`config.mk`:
```
export PLATFORM = sky130hd
export DESIGN_NAME = rca_seq_ctrl
export DESIGN_NICKNAME = d
export VERILOG_FILES = /design/src/rtl/rca_seq_ctrl_pkg.sv /design/src/rtl/RCA_param.sv /design/src/rtl/rca_seq_ctrl.sv
export SDC_FILE = /design/constraint.sdc
export NUM_CORES = 1
export LEC_CHECK = 0
export CELL_PAD_IN_SITES_DETAIL_PLACEMENT = 0
export CELL_PAD_IN_SITES_GLOBAL_PLACEMENT = 2
export CORE_MARGIN = 2
export CORE_UTILIZATION = 35
export CTS_BUF_LIST = sky130_fd_sc_hd__clkbuf_4
export DETAILED_ROUTE_END_ITERATION = 7
export HOLD_SLACK_MARGIN = 0.12
export PLACE_DENSITY = 0.92
export SYNTH_ARGS = -nofsm -noshare
export SYNTH_HDL_FRONTEND = slang
export SYNTH_SLANG_ARGS = --single-unit
```
`constraint.sdc`:
```
create_clock -name clk -period 4.75 [get_ports clk]
set_input_delay 1.1875 -clock clk [delete_from_list [all_inputs] [get_ports clk]]
set_output_delay 1.1875 -clock clk [all_outputs]
set_load 0.02 [all_outputs]
```
`src/rtl/rca_seq_ctrl_pkg.sv`:
```
// Shared definitions for the word-serial add/subtract controller:
// sequencer state encoding and width helpers.
package rca_seq_ctrl_pkg;

  typedef enum logic [1:0] {
    IDLE = 2'd0,
    RUN  = 2'd1,
    DONE = 2'd2
  } state_e;

  // Slice index width: ceil(log2 k), never narrower than one bit (k = 1 is legal).
  function automatic int idx_width(input int k);
    int w;
    if (k > 1) begin
      w = $clog2(k);
    end else begin
      w = 1;
    end
    return w;
  endfunction

  // Two's-complement overflow from the sign bits of both addends and the result.
  function automatic logic add_overflow(input logic a_msb, input logic b_msb, input logic s_msb);
    logic ovf;
    ovf = (a_msb ~^ b_msb) & (s_msb ^ a_msb);
    return ovf;
  endfunction

endpackage

```
`src/rtl/RCA_param.sv`:
```
// Parameterised N-bit ripple-carry adder: one full-adder cell per bit,
// carry rippling from bit 0 upwards.
module RCA_param #(
  parameter int N = 4
) (
  input  logic [N-1:0] a_i,
  input  logic [N-1:0] b_i,
  input  logic         c_i,
  output logic [N-1:0] s_o,
  output logic         c_o
);

  logic [N:0] carry_s;

  // Ripple chain: each cell consumes the carry produced by the cell below it.
  always_comb begin
    carry_s    = {(N+1){1'b0}};
    s_o        = {N{1'b0}};
    carry_s[0] = c_i;
    for (int i = 0; i < N; i++) begin
      s_o[i]       = a_i[i] ^ b_i[i] ^ carry_s[i];
      carry_s[i+1] = (a_i[i] & b_i[i]) | (carry_s[i] & (a_i[i] ^ b_i[i]));
    end
  end

  assign c_o = carry_s[N];

endmodule

```
`src/rtl/rca_seq_ctrl.sv`:
```
// Word-serial W = N*K bit add/subtract: one shared N-bit ripple-carry adder
// walks the operand slices LSB first, linked by a carry register.
module rca_seq_ctrl
  import rca_seq_ctrl_pkg::*;
#(
  parameter int N = 4,
  parameter int K = 4
) (
  input  logic         clk,
  input  logic         rst,
  input  logic         start,
  input  logic         sub,
  input  logic [N*K-1:0] a,
  input  logic [N*K-1:0] b,
  output logic         busy,
  output logic         done,
  output logic [N*K-1:0] sum,
  output logic         carry_out,
  output logic         overflow
);

  localparam int W  = N * K;
  localparam int IW = idx_width(K);

  state_e         state_q, state_d;
  logic [W-1:0]   a_q, a_d;
  logic [W-1:0]   b_q, b_d;
  logic [W-1:0]   work_q, work_d;
  logic [W-1:0]   sum_q, sum_d;
  logic           sub_q, sub_d;
  logic           c_q, c_d;
  logic [IW-1:0]  idx_q, idx_d;
  logic           busy_q, busy_d;
  logic           done_q, done_d;
  logic           co_q, co_d;
  logic           ov_q, ov_d;

  logic [N-1:0]   a_sl_s;
  logic [N-1:0]   b_sl_s;
  logic [N-1:0]   rs_s;
  logic           rc_s;

  // Slice select for the shared adder; B is inverted here for subtraction.
  always_comb begin
    a_sl_s = a_q[idx_q*N +: N];
    if (sub_q) begin
      b_sl_s = ~b_q[idx_q*N +: N];
    end else begin
      b_sl_s = b_q[idx_q*N +: N];
    end
  end

  RCA_param #(
    .N (N)
  ) u_rca (
    .a_i (a_sl_s),
    .b_i (b_sl_s),
    .c_i (c_q),
    .s_o (rs_s),
    .c_o (rc_s)
  );

  // Sequencer next state, operand capture, slice write-back and result load.
  always_comb begin
    state_d = state_q;
    a_d     = a_q;
    b_d     = b_q;
    sub_d   = sub_q;
    c_d     = c_q;
    idx_d   = idx_q;
    work_d  = work_q;
    sum_d   = sum_q;
    co_d    = co_q;
    ov_d    = ov_q;
    case (state_q)
      IDLE, DONE: begin
        if (start) begin
          state_d = RUN;
          a_d     = a;
          b_d     = b;
          sub_d   = sub;
          c_d     = sub;
          idx_d   = {IW{1'b0}};
          work_d  = {W{1'b0}};
        end else begin
          state_d = IDLE;
        end
      end
      RUN: begin
        work_d[idx_q*N +: N] = rs_s;
        c_d                  = rc_s;
        if (idx_q == IW'(K - 1)) begin
          state_d = DONE;
          idx_d   = {IW{1'b0}};
          sum_d   = work_d;
          co_d    = rc_s;
          ov_d    = add_overflow(a_q[W-1], b_q[W-1] ^ sub_q, work_d[W-1]);
        end else begin
          idx_d = idx_q + IW'(1);
        end
      end
      default: begin
        state_d = IDLE;
      end
    endcase
    busy_d = (state_d == RUN);
    done_d = (state_d == DONE);
  end

  // State and datapath registers; reset clears everything, aborting any operation.
  always_ff @(posedge clk or posedge rst) begin
    if (rst) begin
      state_q <= IDLE;
      a_q     <= {W{1'b0}};
      b_q     <= {W{1'b0}};
      work_q  <= {W{1'b0}};
      sum_q   <= {W{1'b0}};
      sub_q   <= 1'b0;
      c_q     <= 1'b0;
      idx_q   <= {IW{1'b0}};
      busy_q  <= 1'b0;
      done_q  <= 1'b0;
      co_q    <= 1'b0;
      ov_q    <= 1'b0;
    end else begin
      state_q <= state_d;
      a_q     <= a_d;
      b_q     <= b_d;
      work_q  <= work_d;
      sum_q   <= sum_d;
      sub_q   <= sub_d;
      c_q     <= c_d;
      idx_q   <= idx_d;
      busy_q  <= busy_d;
      done_q  <= done_d;
      co_q    <= co_d;
      ov_q    <= ov_d;
    end
  end

  assign busy      = busy_q;
  assign done      = done_q;
  assign sum       = sum_q;
  assign carry_out = co_q;
  assign overflow  = ov_q;

endmodule

```
After elaboration in Yosys (flattened, before gate mapping)
Index checks and enable logic that the tools add are counted.
- reduce and logical (&&, ||, !) cells: 6
- add/subtract/negate cells: 2
- equality and inequality tests: 6
- shift operators: 4
- mux-type cells: 12
- bitwise operators: 25
- operator list (cell ; count):
    $neg 4->34 ; 1
    $shift 4x34->16 const A ; 1
    $shiftx 4x34->16 ; 1
    $pmux 16 s2 ; 1
    $shiftx 16x5->4 ; 2
    $bwmux 16 ; 1
    $mux 16 ; 1
    $xor 1x1->1 ; 10
    $and 1x1->1 ; 9
    $pmux 2 s2 ; 2
    $eq 2x2->1 const B ; 3
    $mux 2 ; 3
    $reduce_and 2->1 ; 3
    $eq 2x1->1 const B ; 2
    $mux 4 ; 1
    $not 4->4 ; 1
    $or 1x1->1 ; 4
    $add 2x1->2 const B ; 1
    $logic_not 2->1 ; 1
    $mux 1 ; 2
    $ne 2x2->1 const B ; 1
    $pmux 1 s2 ; 1
    $reduce_bool 2->1 ; 1
    $reduce_or 2->1 ; 1
    $xnor 1x1->1 ; 1
- output and inout bits: 20
- word-level logic and storage cells: 67
- bits of input ports: 36
- flip-flop bits (word level): 74

Longest topological paths before layout
Gate-level depths: netlist of the first run.
- word-level depth: 15
- gate-level depth with buffers: 12
- depth with buffers taken out: 11

By module
Synthesis of the first run repeated with hierarchy kept, for this count alone.
- cell total of the unflattened synthesis: 336
- area, all modules: 3379.5 µm²
- by module, submodules not included (module ; cells each ; seq. area each (µm²) ; instances ; area an instance (µm²)):
    rca_seq_ctrl ; 322 ; 1851.8 ; 1 ; 3261.9
    RCA_param ; 14 ; 0.0 ; 1 ; 117.6

Worst setup path before layout of the first run
OpenSTA, ideal clock, no wires.
- path type: flip-flop to flip-flop
- from: register idx_q[1]
- to: register ov_q (netlist: overflow)
- data required time: 4673 ps
- setup slack: 1160 ps
- period minus slack after synthesis: 3590 ps
- cell stages (with the launch flop): 13
- arrival time: 3512 ps
- buffers on the path: 1
- library setup time: 77 ps
- path through: dfrtp_1 > buf_2 > mux4_2 > xnor2_1 > fa_1 > inv_1 > fa_1 > fa_1 > fa_1 > nor4b_2 > mux2i_1 > or3_1 > a21oi_1
- word-level cells in the longest chain between the ends: 15
- elaborated cells on any way between the ends: 29
- those cells by class: add/sub: 1; eq/ne: 1; shift: 4; mux: 2; bitwise: 20; reduce/logical: 1
- ends and longest elaborated chain (element ; RTL line ; RTL):
    from (decl) ; rca_seq_ctrl.sv:32 ; logic [IW-1:0] idx_q, idx_d;
    from (signal assigned) ; rca_seq_ctrl.sv:120 ; idx_q <= {IW{1'b0}};
    from (signal assigned) ; rca_seq_ctrl.sv:133 ; idx_q <= idx_d;
    $shiftx 16x5->4 ; rca_seq_ctrl.sv:47, rca_seq_ctrl.sv:49 ;
    $not 4->4 ; rca_seq_ctrl.sv:47 ; b_sl_s = ~b_q[idx_q*N +: N];
    $mux 4 ; rca_seq_ctrl.sv:46 ; if (sub_q) begin
    $xor 1x1->1 ; RCA_param.sv:21, RCA_param.sv:22 ;
    $and 1x1->1 ; RCA_param.sv:22 ; carry_s[i+1] = (a_i[i] & b_i[i]) | (carry_s[i] & (a_i[i] ^ b_i[i]));
    $or 1x1->1 ; RCA_param.sv:22 ;
    $and 1x1->1 ; RCA_param.sv:22 ;
    $or 1x1->1 ; RCA_param.sv:22 ;
    $and 1x1->1 ; RCA_param.sv:22 ;
    $or 1x1->1 ; RCA_param.sv:22 ;
    $xor 1x1->1 ; RCA_param.sv:21 ; s_o[i] = a_i[i] ^ b_i[i] ^ carry_s[i];
    $shiftx 4x34->16 ; rca_seq_ctrl.sv:90 ; work_d[idx_q*N +: N] = rs_s;
    $bwmux 16 ; rca_seq_ctrl.sv:90 ;
    $xor 1x1->1 ; rca_seq_ctrl_pkg.sv:25 ; ovf = (a_msb ~^ b_msb) & (s_msb ^ a_msb);
    $and 1x1->1 ; rca_seq_ctrl_pkg.sv:25 ;
    to (signal assigned) ; rca_seq_ctrl.sv:137 ; ov_q <= ov_d;
    to (decl) ; rca_seq_ctrl.sv:36 ; logic ov_q, ov_d;
Parallel ways exist; a longest one is shown, timed or not.
A chain may end at the register's enable or synchronous reset.

Final worst setup path of the first run
Ends and elaborated chain as after synthesis.

==> qor.csv, run 1 <==
stage,metric,value,unit
timing,worst rel slew slack,45.42,%
final_layout,"non-filler cells, final",521,
final_layout,Antenna Cells,0,
logic_synthesis,Yosys top cell area share,54.19,%
worst_hold_path,Hold Path Origin,b_q[6]$_DFFE_PP0P_,
final_layout,design area,4274,sq um
setup_path,Reg2Reg Setup Slack,820,ps
timing,Fmax,254.2,MHz
global_route,GRT Util Overall,15.72,%
timing,final setup TNS,0,ps
drt,drt drc,0,
setup_path,"Max FO, Critical Path",12,
logic_synthesis,Seq cells post-synth,74,
logic_synthesis,Cell variety after synth,37,
status,status,"complete, no violations",
logic_synthesis,Netlist Area Pre-Place,3417,sq um
final_layout,layout net count,429,
clock_network,H-tree level count,3,
placed_design,Detail Placement HPWL,5400,um
placed_design,pre-CTS WS,832.5,ps
drt,drt wl/cell,14.45,um
power_and_ir_drop,Pwr per Cell Area,784.6,nW/um^2
global_route,global-route wire length before repair,12540,um
global_route,vias in the first global route,2535,
final_layout,register area,1852,sq um
placed_design,Placed Instances,505,
timing,post-route clock period utilization,82.80,%
final_layout,area delta synth->final,25.08,%
clock_network,post-cts sizing count,0,
placed_design,Final Wtd Congestion,0.8280,
timing,Final Worst Setup Slack,816.8,ps
timing,Tmin final,3933,ps
final_layout,"most common cell after layout, fill and taps aside",nand2_1,
setup_path,slowest CP cell,dfrtp_1,
setup_path,Crit path largest cell delay,670,ps
global_route,antenna violations before repair,0,
drt,final wirelength,7528,um
floorplan,die area,10570,sq um
logic_synthesis,synthesized net count,377,
power_and_ir_drop,Leak Pwr,1.954,nW
logic_synthesis,"area leader, netlist",dfrtp_1,
setup_path,CP bufs+invs,1,
logic_synthesis,post-synthesis sequential area ratio,54.19,%
drt,total number of vias,2505,
final_layout,area of the multi-input gates,1406,sq um
setup_path,CP Cell Sequence,"mux4_2, xnor2_1, fa_1, inv_1, fa_1, fa_1, fa_1, nor4b_2, mux2i_1, or3_1, a21oi_1",
drt,Detail Route Antenna Nets,0,
job,max-cap viol count,0,
timing,final setup fails,0,
logic_synthesis,synth warn,0,
setup_path,cell mode on critical path,fa_1,
clock_network,Root Buffer,clkbuf_4,
floorplan,Die H,102.8,um
floorplan,initial core utilization,35.45,%
timing,RSZ-0062 raised after global routing,no,
timing,hold_ws,484.5,ps
setup_path,CP endpoint kind,flop,
drt,DRT iter0 DRCs,82,
setup_path,terminus of the critical flop-to-flop path,overflow$_DFFE_PP0P_,
clock_network,postcts setup bufs,0,
final_layout,share of layout cells above drive strength 1,7.474,%
clock_network,cts bufs inserted,9,
global_route,largest net degree at the start of global routing,40,
floorplan,Die X-Extent,102.8,um
setup_path,Crit Reg-Reg Startpoint,idx_q[1]$_DFFE_PP0P_,
drt,Via density,4.808,
timing,Slew @ Worst Pin,817.5,ps
worst_hold_path,Hold Crit Class,flop to flop,
timing,Final Hold Fails,0,
logic_synthesis,Post-Synthesis Cells,331,
placed_design,Port Buffers,55,
floorplan,IO Pins,56,
clock_network,CTS max path bufs,2,
setup_path,crit-path leading delay family,adder cells,
setup_path,worst-case reg-to-reg path depth,11,
final_layout,"commonest non-fill, non-tap cells in the layout","109 x nand2_1, 74 x dfrtp_1, 55 x clkdlybuf4s50_1",
setup_path,worst endpoint required time,5110,ps
timing,Slew Limit Fails,0,
worst_hold_path,Hold EP,b_q[6]$_DFFE_PP0P_,
logic_synthesis,Area contributors post-synth,"dfrtp_1 54%, nand2_1 12%, mux4_1 3.1%",
clock_network,"Clk pin slew, worst setup/hold paths",120,ps
clock_network,CTS tree,done,
floorplan,core area,9639,sq um
setup_path,critical path launch point type,flop,
timing,Clock Skews,15.12,ps
clock_network,clk sinks,74,
final_layout,# fillers,973,
drt,Initial DRT Pass Iterations,4,
power_and_ir_drop,maximum vdd drop,0.3675,mV
clock_network,Skew-Pair Late Insertion Delay,440,ps
floorplan,Core Rows,36,
setup_path,WP data arrival,4300,ps
worst_hold_path,Worst Hold Path Cells,2,
logic_synthesis,synthesized area per cell,10.32,sq um
setup_path,kind of critical path,flop to flop,
clock_network,cts hold-fix bufs,0,
global_route,global route overflow,0,
placed_design,placed cell area,4089,sq um
[cell type report]
class                   instances  share of cell area [%]
inverters                      21                   1.844
multi-input cells             219                   32.90
clock inverters                 7                   2.752
repair buffers                 58                   13.70
well taps                     133                   3.893
clock buffers                   9                   1.581
flip-flops and latches         74                   43.33
[per-layer routing]
layer  wire [um]  track usage, %  part of all wire, %
met3         332           4.136                  4.4
met5           0               0                    0
met2        3749           25.94                   50
met1        3312           20.20                   44
met4         133           5.364                  1.8
[power by group]
group	internal [mW]	switching (mW)
Sequential	0.910	0.204
Combinational	0.700	1.04
Clock	0.265	0.232
Total	1.88	1.48
[sequential cells by signal (all words and copies together), names as in the netlist]
register   count
idx_q          2
overflow       1
busy           1
c_q            1
sub_q          1
carry_out      1
b_q           16
done           1
state_q        2
a_q           16
sum           16
work_q        16
[tightest hold or removal path: cells and delay by family (launching register included)]
family,cells,cell delay (ps)
DFF,1,360
and+or+nand+nor,2,100
[cell families (layout without fill, tap and decap cells)]
kind of cell             after synthesis  in the layout  share of synthesized area [%]
AND/OR/NAND/NOR                      142            142                          17.94
adder cells (fa/ha/maj)               10             10                          4.540
flip-flops                            74             74                          54.19
XOR/XNOR                               5              5                          1.282
multiplexers                           9              9                          6.005
buffers and inverters                 38             95                          4.723
AO/OA/AOI/OAI                         53             53                          11.31
[per-stage QoR]
step,total power [mW],util (%)
floorplan,2.283,-
global placement,2.843,42.42
detailed placement,2.875,42.42
CTS,3.373,44.34
global route,3.623,44.34
finish,3.353,44.34
[how the worst max path moves through the flow]
stage / from / to / slack (ps) / depth (start not counted)
2_1_floorplan: idx_q[1]$_DFFE_PP0P_ / overflow$_DFFE_PP0P_ / 1160 / 12
5_1_grt: idx_q[1]$_DFFE_PP0P_ / overflow$_DFFE_PP0P_ / 600 / 11
6_report: idx_q[1]$_DFFE_PP0P_ / overflow$_DFFE_PP0P_ / 820 / 11
4_1_cts: idx_q[1]$_DFFE_PP0P_ / overflow$_DFFE_PP0P_ / 810 / 11
3_5_place_dp: idx_q[1]$_DFFE_PP0P_ / overflow$_DFFE_PP0P_ / 830 / 11
3_3_place_gp: idx_q[1]$_DFFE_PP0P_ / overflow$_DFFE_PP0P_ / 960 / 11
[cells in the mapped netlist (all sizes together)]
cell type and number:
nor4b 1, o21ai 15, o211ai 1, nor4 2
nor3 1, nor2 18, a221o 1, buf 6
a22o 11, a32o 4, xor2 1, a31oi 2
inv 20, and4 1, o22ai 1, a21oi 3
nand2 109, mux2i 1, clkbuf 11, xnor2 4
a22oi 2, nand2b 3, nor2b 4, o21a 4
fa 4, a221oi 6, clkinv 1, o221ai 3
or3 3, ha 6, dfrtp 74, mux4 8
(Power assumes the default switching activity.)
==> run 2: changes to the inputs <==
clock period = 3.8 ns   (was 4.75 ns; I/O delays follow)
==> run 2 against run 1 <==
Against the previous run: register-to-register slack got worse by 600 ps; combinational power increased by 30%; power rose by 22%; clock power shrank 6.4%.
==> qor.csv, run 2 (synthesis gave the netlist of run 1 again) <==
stage,metric,value,unit
timing,final setup TNS,0,ps
final_layout,"most common cell after layout, fill and taps aside",nand2_1,
final_layout,"commonest non-fill, non-tap cells in the layout","109 x nand2_1, 74 x dfrtp_1, 55 x clkdlybuf4s50_1",
clock_network,clk sinks,74,
status,status,"complete, no violations",
global_route,global-route wire length before repair,13170,um
clock_network,cts bufs inserted,9,
worst_hold_path,Worst Hold Path Cells,2,
floorplan,initial core utilization,35.45,%
final_layout,fin util,44.06,%
timing,RSZ-0062 raised after global routing,no,
final_layout,share of layout cells above drive strength 1,8.163,%
placed_design,placed cell area,4119,sq um
power_and_ir_drop,maximum vdd drop,0.4228,mV
final_layout,# fillers,973,
worst_hold_path,Hold Crit Class,flop to flop,
final_layout,design area,4247,sq um
timing,Fmax,278.8,MHz
power_and_ir_drop,Leak Pwr,1.954,nW
clock_network,"Clk pin slew, worst setup/hold paths",120,ps
drt,Detail Route Antenna Nets,0,
floorplan,core area,9639,sq um
power_and_ir_drop,combinational share of power,55.5,%
placed_design,Final Wtd Congestion,0.8423,
global_route,GRT Util Overall,16.38,%
setup_path,kind of critical path,flop to flop,
setup_path,critical path launch point type,flop,
setup_path,WP data arrival,3950,ps
timing,Tmin final,3587,ps
floorplan,Die X-Extent,102.8,um
timing,Clock Skews,13.30,ps
power_and_ir_drop,clock share of power,11.4,%
timing,worst rel slew slack,52.15,%
setup_path,cell mode on critical path,fa_1,
setup_path,worst-case reg-to-reg path depth,11,
setup_path,CP endpoint kind,flop,
global_route,vias in the first global route,2628,
clock_network,Skew-Pair Late Insertion Delay,420,ps
clock_network,H-tree level count,3,
clock_network,Root Buffer,clkbuf_4,
drt,Initial DRT Pass Iterations,5,
drt,drt wl/cell,14.38,um
setup_path,worst endpoint required time,4160,ps
setup_path,Reg2Reg Setup Slack,210,ps
timing,final setup fails,0,
global_route,antenna violations before repair,0,
drt,final wirelength,7550,um
setup_path,"Max FO, Critical Path",7,
global_route,largest net degree at the start of global routing,41,
placed_design,Detail Placement HPWL,5441,um
power_and_ir_drop,Seq pwr share,33.1,%
timing,post-route clock period utilization,94.40,%
final_layout,layout net count,433,
clock_network,post-cts sizing count,0,
drt,DRT iter0 DRCs,81,
floorplan,die area,10570,sq um
clock_network,CTS max path bufs,2,
power_and_ir_drop,Pwr per Cell Area,963.2,nW/um^2
placed_design,Port Buffers,55,
final_layout,area delta synth->final,24.28,%
timing,Slew @ Worst Pin,716.8,ps
floorplan,Core Rows,36,
clock_network,CTS tree,done,
drt,Via density,4.836,
job,max-cap viol count,0,
setup_path,Crit path depth,11,
final_layout,Antenna Cells,0,
timing,Final Hold Fails,0,
power_and_ir_drop,cell internal pwr,2.228,mW
timing,hold_ws,485.7,ps
setup_path,CP Cell Sequence,"mux4_2, xnor2_1, fa_1, inv_1, fa_1, fa_1, fa_1, nor4b_2, mux2i_1, or3_1, a21oi_1",
setup_path,slowest CP cell,dfrtp_1,
clock_network,cts hold-fix bufs,0,
setup_path,CP bufs+invs,1,
global_route,global route overflow,0,
floorplan,Die H,102.8,um
drt,total number of vias,2539,
floorplan,IO Pins,56,
clock_network,postcts setup bufs,0,
drt,drt drc,0,
power_and_ir_drop,Sw Share,45.54,%
power_and_ir_drop,sw power,1.863,mW
setup_path,crit-path leading delay family,adder cells,
setup_path,Crit path largest cell delay,550,ps
timing,Slew Limit Fails,0,
-- run 2: cell types whose count changed in the layout (fill, tap and decap cells not counted) --
cell	before	now
bufinv_16	3	1
clkinv_2	0	3
clkinv_1	2	3
clkinv_4	1	0
buf_4	2	6
clkinvlp_4	2	1
-- run 2: stage by stage --
step | instances | worst slack (ps) | total power, mW
5_1_grt | 525 | 12.13 | 4.443
2_1_floorplan | 331 | 210.1 | 2.853
6_report | 525 | 212.9 | 4.090
4_1_cts | 525 | 194.3 | 4.117
3_3_place_gp | 509 | 304.3 | 3.590
3_5_place_dp | 509 | 215.1 | 3.653
-- run 2: power groups by stage --
stage	clock network, mW	logic [mW]	registers, mW
6_report	0.465	2.27	1.35
5_1_grt	0.521	2.52	1.41
4_1_cts	0.477	2.28	1.36
3_5_place_dp	0	2.27	1.38
3_3_place_gp	0	2.22	1.37
2_1_floorplan	0	1.42	1.43
-- run 2: path summary, 6_finish.rpt --
kind | startpoint | end
max reg2reg | idx_q[0]$_DFFE_PP0P_ | overflow$_DFFE_PP0P_
max in group asynchronous | rst | sum[5]$_DFFE_PP0P_
min reg2reg | b_q[2]$_DFFE_PP0P_ | b_q[2]$_DFFE_PP0P_
max | idx_q[0]$_DFFE_PP0P_ | overflow$_DFFE_PP0P_
min | b_q[2]$_DFFE_PP0P_ | b_q[2]$_DFFE_PP0P_
min in group asynchronous | rst | a_q[7]$_DFFE_PP0P_
-- run 2: worst min-delay path, delay by kind of cell (launching register included) --
kind | cells | cell delay (ps)
flops | 1 | 360
simple gates | 2 | 100
-- run 2: cell type report --
| cell class | count | area, sq um | area share, % |
|---|---|---|---|
| clock buffers | 9 | 67.56 | 1.591 |
| flip-flops and latches | 74 | 1852 | 43.61 |
| repair buffers | 62 | 615.6 | 14.50 |
| inverters | 21 | 78.83 | 1.856 |
| multi-input cells | 219 | 1406 | 33.12 |
| clock inverters | 7 | 60.06 | 1.414 |
| well taps | 133 | 166.4 | 3.919 |
-- run 2: routing by layer --
metal / vias up / GRT usage, % / wire length (um)
li1: 1223 / - / -
met1: 1233 / 22.09 / 3538
met2: 69 / 26.04 / 3536
met3: 14 / 3.458 / 329
met4: 0 / 6.478 / 146
met5: - / 0 / 0
==> run 3: changes to the inputs <==
RECOVER_POWER = 25   (was default)
TNS_END_PERCENT = 50   (was default)
==> run 3 against run 2 <==
Against the previous run: critical path type unchanged; power shrank 0.37%; clock-buffer cell count is the same; worst setup slack lost 4.7 ps; critical endpoint unchanged; flip-flop and latch count is the same; largest cell class unchanged; core utilization shrank 0.23 points; sequential share of layout area grew 0.23 points; sequential power is essentially flat; die area is the same; worst hold slack is essentially flat; global-route usage is the same; maximum frequency shrank 0.13%; wire length shrank 0.33%.
==> qor.csv, run 3 (synthesis gave the netlist of run 1 again) <==
stage,metric,value,unit
floorplan,die area,10570,sq um
drt,drt drc,0,
clock_network,post-cts sizing count,0,
setup_path,critical path launch point type,flop,
clock_network,Skew-Pair Late Insertion Delay,420,ps
final_layout,share of layout cells above drive strength 1,7.398,%
final_layout,area delta synth->final,23.62,%
final_layout,area of the multi-input gates,1406,sq um
floorplan,Die H,102.8,um
global_route,global-route wire length before repair,13170,um
floorplan,initial core utilization,35.45,%
timing,Final Hold Fails,0,
power_and_ir_drop,Sw Share,45.51,%
floorplan,core area,9639,sq um
power_and_ir_drop,Pwr per Cell Area,964.8,nW/um^2
setup_path,WP data arrival,3950,ps
timing,worst rel slew slack,10.33,%
clock_network,CTS max path bufs,2,
timing,post-route clock period utilization,94.52,%
timing,final setup TNS,0,ps
drt,Via density,4.821,
global_route,vias in the first global route,2628,
setup_path,kind of critical path,flop to flop,
drt,DRT iter0 DRCs,87,
timing,Clock Skews,14.25,ps
clock_network,H-tree level count,3,
final_layout,layout net count,433,
timing,final setup fails,0,
power_and_ir_drop,clock share of power,11.4,%
status,status,"complete, no violations",
drt,Detail Route Antenna Nets,0,
worst_hold_path,Hold Crit Class,flop to flop,
power_and_ir_drop,combinational share of power,55.4,%
timing,Tmin final,3592,ps
placed_design,Final Wtd Congestion,0.8423,
placed_design,pre-CTS WS,215.1,ps
timing,Slew Limit Fails,0,
drt,final wirelength,7525,um
floorplan,IO Pins,56,
clock_network,CTS tree,done,
global_route,largest net degree at the start of global routing,41,
placed_design,Port Buffers,55,
final_layout,Antenna Cells,0,
drt,total number of vias,2531,
clock_network,cts bufs inserted,9,
clock_network,clk sinks,74,
final_layout,# fillers,979,
power_and_ir_drop,Seq pwr share,33.2,%
drt,Initial DRT Pass Iterations,4,
clock_network,cts hold-fix bufs,0,
power_and_ir_drop,sw power,1.855,mW
global_route,global route overflow,0,
timing,Final Worst Setup Slack,208.2,ps
timing,hold_ws,485.7,ps
timing,RSZ-0062 raised after global routing,no,
setup_path,CP endpoint kind,flop,
power_and_ir_drop,Leak Pwr,1.944,nW
timing,Slew @ Worst Pin,1345,ps
global_route,GRT Util Overall,16.38,%
power_and_ir_drop,maximum vdd drop,0.4218,mV
timing,Fmax,278.4,MHz
floorplan,Die X-Extent,102.8,um
setup_path,worst endpoint required time,4160,ps
power_and_ir_drop,cell internal pwr,2.221,mW
setup_path,"Max FO, Critical Path",7,
job,max-cap viol count,0,
final_layout,"most common cell after layout, fill and taps aside",nand2_1,
final_layout,"commonest non-fill, non-tap cells in the layout","109 x nand2_1, 74 x dfrtp_1, 53 x clkdlybuf4s50_1",
drt,drt wl/cell,14.33,um
clock_network,"Clk pin slew, worst setup/hold paths",120,ps
placed_design,Detail Placement HPWL,5441,um
clock_network,Root Buffer,clkbuf_4,
floorplan,Core Rows,36,
global_route,antenna violations before repair,0,
final_layout,fin util,43.82,%
final_layout,register area,1852,sq um
clock_network,postcts setup bufs,0,
run 3: final cells by class:
class	instances	area share (%)
multi-input cells	219	33.29
inverters	21	1.866
well taps	133	3.940
repair buffers	62	14.04
flip-flops and latches	74	43.84
clock buffers	9	1.600
clock inverters	7	1.422
run 3: path summary, 6_finish.rpt:
path,startpoint,endpoint,slack [ps],depth (start not counted)
setup / recovery,idx_q[0]$_DFFE_PP0P_,overflow$_DFFE_PP0P_,210,11
hold / removal,b_q[4]$_DFFE_PP0P_,b_q[4]$_DFFE_PP0P_,490,2
setup reg to reg,idx_q[0]$_DFFE_PP0P_,overflow$_DFFE_PP0P_,210,11
hold reg to reg,b_q[4]$_DFFE_PP0P_,b_q[4]$_DFFE_PP0P_,490,2
max in group asynchronous,rst,work_q[5]$_DFFE_PP0P_,870,3
min in group asynchronous,rst,a_q[7]$_DFFE_PP0P_,1310,2
run 3: per-stage QoR:
step	instances	cell area (sq um)	power, mW
floorplan	331	3417	2.853
global placement	509	4119	3.590
detailed placement	509	4119	3.653
CTS	525	4247	4.117
global route	525	4224	4.436
finish	525	4224	4.075
run 3: power by group through the flow:
stage	combinational [mW]	sequential, mW	clock [mW]
CTS	2.28	1.36	0.477
finish	2.26	1.35	0.464
global route	2.51	1.41	0.521
detailed placement	2.27	1.38	0
global placement	2.22	1.37	0
floorplan	1.42	1.43	0
run 3: worst max-delay path, stage by stage (launching register included):
cell and delay, ps:
dfrtp_1 550, mux4_2 370, xnor2_1 180, fa_1 180
inv_1 50, fa_1 380, fa_1 400, fa_1 530
nor4b_2 240, mux2i_1 170, or3_1 360, a21oi_1 120
run 3: per-layer routing:
layer / global-route usage, % / routed length (um) / vias up
met3: 3.458 / 328 / 11
li1: - / - / 1224
met4: 6.478 / 121 / 0
met5: 0 / 0 / -
met2: 26.04 / 3585 / 70
met1: 22.09 / 3489 / 1226
